## config.mk

```make
export PLATFORM = sky130hd
export DESIGN_NAME = pipe_ctrl
export DESIGN_NICKNAME = d
export VERILOG_FILES = /design/src/rtl/pipe_ctrl.sv
export SDC_FILE = /design/constraint.sdc
export NUM_CORES = 1
export LEC_CHECK = 0
export BUFFER_PORTS_ARGS = -buffer_cell sky130_fd_sc_hd__buf_4
export CORE_AREA = 8 8 149 109
export DETAILED_ROUTE_END_ITERATION = 6
export DIE_AREA = 0 0 157 117
export PLACE_DENSITY = 0.61
export SLEW_MARGIN = 20
export SYNTH_ARGS = -nofsm -noshare
export SYNTH_HDL_FRONTEND = slang
export SYNTH_SLANG_ARGS = --single-unit
```

## constraint.sdc

```tcl
create_clock -name clk -period 2.38 [get_ports clk]
set_input_delay 0.476 -clock clk [delete_from_list [all_inputs] [get_ports clk]]
set_output_delay 0.476 -clock clk [all_outputs]
set_load 0.01 [all_outputs]
```

## src/rtl/pipe_ctrl.sv

```systemverilog
// Pipeline hazard/exception controller: per-stage stall vector, registered flush and redirect PC.
// Optional performance counters are built when PIPE_CTRL_PERF_EN is defined.
module pipe_ctrl #(
    parameter logic [31:0] EXC_VECTOR = 32'h0000_0020,
    parameter logic [31:0] ERET_CODE  = 32'h0000_000e
) (
    input  logic        clk,
    input  logic        rst,
    input  logic        stallreq_if_i,
    input  logic        stallreq_id_i,
    input  logic        stallreq_ex_i,
    input  logic        stallreq_mem_i,
    input  logic [31:0] excepttype_i,
    input  logic [31:0] epc_i,
    output logic [5:0]  stall,
    output logic        flush,
    output logic [31:0] new_pc,
    output logic [31:0] stall_cnt_o,
    output logic [15:0] flush_cnt_o
);

    typedef enum logic [1:0] {RUN, PEND, FLUSH} state_t;

    state_t      state;
    logic [31:0] exc_lat;
    logic [31:0] epc_lat;
    logic        exc_present;

    function automatic logic [31:0] redirect_target(input logic [31:0] code,
                                                    input logic [31:0] epc);
        return (code == ERET_CODE) ? epc : EXC_VECTOR;
    endfunction

    assign exc_present = (excepttype_i != 32'h0);

    always_comb begin
        stall = 6'b000000;
        if (rst) begin
            case (state)
                RUN: begin
                    if (exc_present || stallreq_mem_i) stall = 6'b011111;
                    else if (stallreq_ex_i)            stall = 6'b001111;
                    else if (stallreq_id_i)            stall = 6'b000111;
                    else if (stallreq_if_i)            stall = 6'b000011;
                end
                PEND:    stall = 6'b011111;
                default: stall = 6'b000000;
            endcase
        end
    end

    // Redirect is committed one cycle before flush is visible, so flush and new_pc are clean flops.
    always_ff @(posedge clk or negedge rst) begin
        if (!rst) begin
            state   <= RUN;
            flush   <= 1'b0;
            new_pc  <= 32'h0;
            exc_lat <= 32'h0;
            epc_lat <= 32'h0;
        end else begin
            flush <= 1'b0;
            case (state)
                RUN: begin
                    if (exc_present) begin
                        if (stallreq_mem_i) begin
                            exc_lat <= excepttype_i;
                            epc_lat <= epc_i;
                            state   <= PEND;
                        end else begin
                            new_pc <= redirect_target(excepttype_i, epc_i);
                            flush  <= 1'b1;
                            state  <= FLUSH;
                        end
                    end
                end
                PEND: begin
                    if (!stallreq_mem_i) begin
                        new_pc <= redirect_target(exc_lat, epc_lat);
                        flush  <= 1'b1;
                        state  <= FLUSH;
                    end
                end
                default: state <= RUN;
            endcase
        end
    end

`ifdef PIPE_CTRL_PERF_EN
    logic [31:0] stall_cnt;
    logic [15:0] flush_cnt;

    function automatic logic [31:0] sat_inc32(input logic [31:0] v);
        return (v == 32'hFFFF_FFFF) ? v : v + 32'd1;
    endfunction

    function automatic logic [15:0] sat_inc16(input logic [15:0] v);
        return (v == 16'hFFFF) ? v : v + 16'd1;
    endfunction

    always_ff @(posedge clk or negedge rst) begin
        if (!rst) begin
            stall_cnt <= 32'h0;
            flush_cnt <= 16'h0;
        end else begin
            if (stall[0]) stall_cnt <= sat_inc32(stall_cnt);
            if (flush)    flush_cnt <= sat_inc16(flush_cnt);
        end
    end

    assign stall_cnt_o = stall_cnt;
    assign flush_cnt_o = flush_cnt;
`else
    assign stall_cnt_o = 32'h0;
    assign flush_cnt_o = 16'h0;
`endif

endmodule

```

-- Word-level counts from Yosys, hierarchy flattened
Cells that the tools add are included.
- register bits after elaboration: 99
- bits of input ports: 70
- output and inout port bits: 87
- logic and storage cells: 37
- equality and inequality tests: 6
- muxes and demuxes: 19
- reduce and logical (&&, ||, !) cells: 7
- operators with widths (kind ; number):
    $mux W32 ; 5
    $eq A32 B4 Y1 const B ; 2
    $pmux W32 S2 ; 1
    $reduce_bool A32 Y1 ; 1
    $pmux W6 S2 ; 1
    $mux W2 ; 4
    $mux W6 ; 1
    $ne A2 B2 Y1 const B ; 3
    $mux W5 ; 1
    $mux W4 ; 1
    $pmux W2 S2 ; 1
    $reduce_and A4 Y1 ; 1
    $mux W3 ; 1
    $reduce_and A3 Y1 ; 1
    $eq A2 B1 Y1 const B ; 1
    $logic_not A2 Y1 ; 1
    $mux W1 ; 2
    $pmux W1 S2 ; 1
    $reduce_and A2 Y1 ; 1
    $reduce_bool A2 Y1 ; 1
    $logic_or A1 B1 Y1 ; 1

-- Logic depth before layout (Yosys ltp)
- word-level depth: 6
- depth in mapped cells: 7
- depth with buffers taken out: 5

-- Worst setup path after synthesis
OpenSTA, ideal clock, no wires.
- path type: input port to flip-flop
- from: input port excepttype_i[0]
- to: register epc_lat[10]
- setup time: 0.125 ns
- arrival time: 2.311 ns
- required time: 2.255 ns
- slack: -0.056 ns
- stages on the path: 6
- path buffers: 1
- path through: nor4_1 nand4_1 or2_1 o41ai_4 buf_6 mux2_4
- word-level cells in the longest chain between the ends: 2
- ends and longest elaborated chain (element ; line ; source):
    from (decl) ; 13 ; input logic [31:0] excepttype_i,
    $reduce_bool A32 Y1 ; 34 ; assign exc_present = (excepttype_i != 32'h0);
    $reduce_and A3 Y1 (no line) ; - ;
    to (signal assigned) ; 67 ; epc_lat <= epc_i;
    to (decl) ; 26 ; logic [31:0] epc_lat;
No other way between the ends.
A chain may end at the register's enable or synchronous reset.

-- Final worst setup path
- from: register state[0]
- to: output port stall[0]
- word-level cells in the longest chain between the ends: 3
- elaborated cells on any way between the ends: 4
- those cells by class: 1 x eq/ne; 2 x mux; 1 x reduce/logical
- ends and longest elaborated chain (element ; line ; source):
    from (decl) ; 24 ; state_t state;
    from (signal assigned) ; 55 ; state <= RUN;
    from (signal assigned) ; 68 ; state <= PEND;
    from (signal assigned) ; 72 ; state <= FLUSH;
    $eq A2 B1 Y1 / $logic_not A2 Y1 (equally long branches) ; 39 ; case (state)
    $pmux W6 S2 * ; 39 ;
    $mux W6 * ; 38 ; if (rst) begin
    to (decl) ; 15 ; output logic [5:0] stall,
Mark *: on every way between the ends. The rest lies on a longest branch, timed or not.

==> summary.txt <==
Status
  – Status: finished, final reports clean

Routing
  – Drt first-iter violations: 151
  – Antenna Nets Post-Route: 0
  – DRT Pass-1 Iters: 6
  – Routed vias: 3128
  – DRT Wirelength: 11300 um
  – Drt wl/cell: 16.0 um
  – DRC viols: 0
  – Vias/cell: around 4.4

Placement
  – Worst slack at placement: -0.234 ns
  – Placed cells: 689
  – Hpwl dp: 8330 um
  – I/O Buffers: 107
  – Final GP Congestion: 0.747

Pwr
  – Leak: 2.98 nW
  – P per Cell Area: ~720 mW/mm^2
  – Peak supply drop: 401 uV

Setup path
  – Stages on worst setup path: 5
  – Critical path's top delay family: simple AND/OR/NAND/NOR gates
  – Crit path DAT: 1.84 ns
  – R2r startpoint: exc_lat[0]
  – Worst setup path startpoint: state[0]
  – Reg2reg setup slack: 0.29 ns
  – Critical-path top delay cell: or4_4
  – Reg2reg end: new_pc[5]
  – Crit path to: stall[0]
  – Crit end category: output pin
  – CP Launch Type: flip-flop
  – R2R depth: 6
  – Crit Path Class: reg2out
  – Crit Path Max Fanout: 4
  – WP buf/inv: 1
  – Critical path's largest stage delay: 0.51 ns
  – Critical-path cell list: or4_4 > nor3_4 > a21o_1 > o21ai_2 > buf_4
  – CP required: 1.90 ns

Yosys
  – Mapped Cells: 375
  – Register bit total from synthesis: 99
  – Mapped Area: 0.00474 mm^2
  – Yosys warnings: 0
  – Synth Area per Inst: about 13 um^2
  – Post-synthesis cell type count: 26
  – Seq/Total Area, Yosys: 52.3%

STA
  – Setup TNS: 0 ns
  – Tcrit/Tclk final: 97.3%
  – Final Hold Viols: 0
  – Count of pins over their slew limit: 0
  – Final min period: around 2.3 ns
  – Slew @ Worst Pin: about 0.76 ns
  – RSZ-0062 raised after global routing: true
  – Worst slew margin: 49.1%
  – Fmax: between 400 and 500 MHz
  – Final clock skew: 0.00760 ns
  – Setup violations, final: 0
  – Worst setup margin: 0.0637 ns

Final layout
  – Area grow syn2layout: 31.1%
  – Commonest non-fill, non-tap cell in the layout: buf_4
  – Fin cells: 703
  – Final #Nets: 574
  – Commonest non-fill, non-tap cells in the layout: buf_4, dfrtp_1, mux2_4
  – Share of cells above drive strength 1: between 40 and 50%
  – N_diodes: 0
  – Fin util: 44.0%

GRT
  – Initial antenna violation count: 0
  – Largest net degree at the start of global routing: around 60
  – First-pass GRT wire length: ~18000 um
  – Grt ovf: 0
  – Tot GR Track Use: 12.2%
  – Vias in the first global route: 3404

Die
  – Die Wd: 157 um
  – Initial core utilization: 33.5%
  – Number of I/O pins: 157
  – Die height: 117 um
  – Core area: ~0.014 mm^2
  – Row cnt: 37
  – DIE AREA: 0.0184 mm^2

Clock tree
  – CTS root buffer: clkbuf_16
  – Clk slew on worst S/H paths: 0.07 ns
  – Clock sink count: 99
  – CTS tree: yes
  – H-tree depth: 3
  – Worst skew pair latency: 0.34 ns
  – Post-CTS Hold Buffers: 0
  – Max clock buf depth: 2
  – CTS buffer count: 9

Run
  – Max_cap viols: 0

Worst hold path
  – Worst Hold Class: in2async
==> metal layers <==
metal | vias up | global-route usage [%] | wire length [um]
li1 | 1495 | - | -
met5 | - | 0 | 0
met2 | 75 | 18.9 | 5280
met1 | 1544 | 15.9 | 5190
met3 | 14 | 4.04 | 669
met4 | 0 | 4.02 | 140
==> area by class of cell <==
type,count,area [um^2]
repair buffers,139,1170
inverters,2,7.51
clock inverters,4,51.3
multi-input cells,253,2020
fillers,1337,7910
flip-flops and latches,99,2480
well taps,195,244
clock buffers,11,243
==> flip-flops by register name, summed over array words and instances (netlist names) <==
register  flops
epc_lat      32
flush         1
new_pc       32
state         2
exc_lat      32
==> worst reg2reg max path: stages, from the launching register on <==
cell and delay [ns]:
dfrtp_1 0.39, nor4_1 0.47, nand4_1 0.18, nor4_2 0.38
buf_12 0.25, nand2b_1 0.08, a31o_2 0.24
==> where the power goes <==
part,switching [W],internal (W),total [W]
sequential,0.000163,0.00196,0.00213
clock,0.000602,0.000838,0.00144
combinational,0.000365,0.000562,0.000926
==> through the flow <==
stage	power [W]	hold WS (ns)	cell area [um^2]
after global routing	0.00473	0.290	6210
final	0.00449	0.259	6210
after detailed placement	0.00308	0.490	5890
after floorplan	0.00271	0.180	4960
after CTS	0.00456	0.264	6200
after global placement	0.00305	0.487	5890
==> cells by family after synthesis <==
group / after synthesis / synth area share [%]
multiplexers: 64 / 20.0
AND/OR/NAND/NOR: 71 / 7.37
buffers and inverters: 71 / 10.5
flip-flops: 99 / 52.3
other: 1 / 0.0792
AO/OA/AOI/OAI: 69 / 9.75
==> timing repair <==
item                       CTS  global route
pin swaps                    4             4
setup endpoints to repair    5             5
resized for setup            6             3
setup buffers                1             0
==> cell usage after synthesis <==
cell | number | share of area, %
or4_1 | 2 | 0.32
clkbuf_1 | 13 | 1.0
nor4_1 | 13 | 1.7
nand2b_1 | 5 | 0.66
nor2b_1 | 2 | 0.26
mux2_4 | 60 | 19
a21o_1 | 1 | 0.16
and4b_1 | 1 | 0.21
dfrtp_1 | 99 | 52
or2_1 | 1 | 0.13
o31a_2 | 2 | 0.42
inv_1 | 2 | 0.16
a21oi_1 | 31 | 3.3
a31o_2 | 1 | 0.18
o41ai_4 | 1 | 0.58
mux2_2 | 4 | 0.95
conb_1 | 1 | 0.079
nor2_1 | 35 | 2.8
nand3_1 | 1 | 0.11
a22oi_1 | 31 | 4.9
nand4_1 | 4 | 0.53
nor3_1 | 4 | 0.42
buf_6 | 6 | 1.4
nand2_1 | 3 | 0.24
buf_4 | 50 | 7.9
o21ai_0 | 2 | 0.21
==> how the worst min path moves through the flow <==
stage	start	slack, ns	end
6_report	rst	0.26	new_pc[17]
5_1_grt	rst	0.29	new_pc[17]
4_1_cts	rst	0.26	new_pc[14]
3_5_place_dp	exc_lat[9]	0.49	exc_lat[9]
3_3_place_gp	exc_lat[14]	0.49	exc_lat[14]
2_1_floorplan	rst	0.18	epc_lat[0]
No activity file was read; power rests on OpenSTA's default activity.
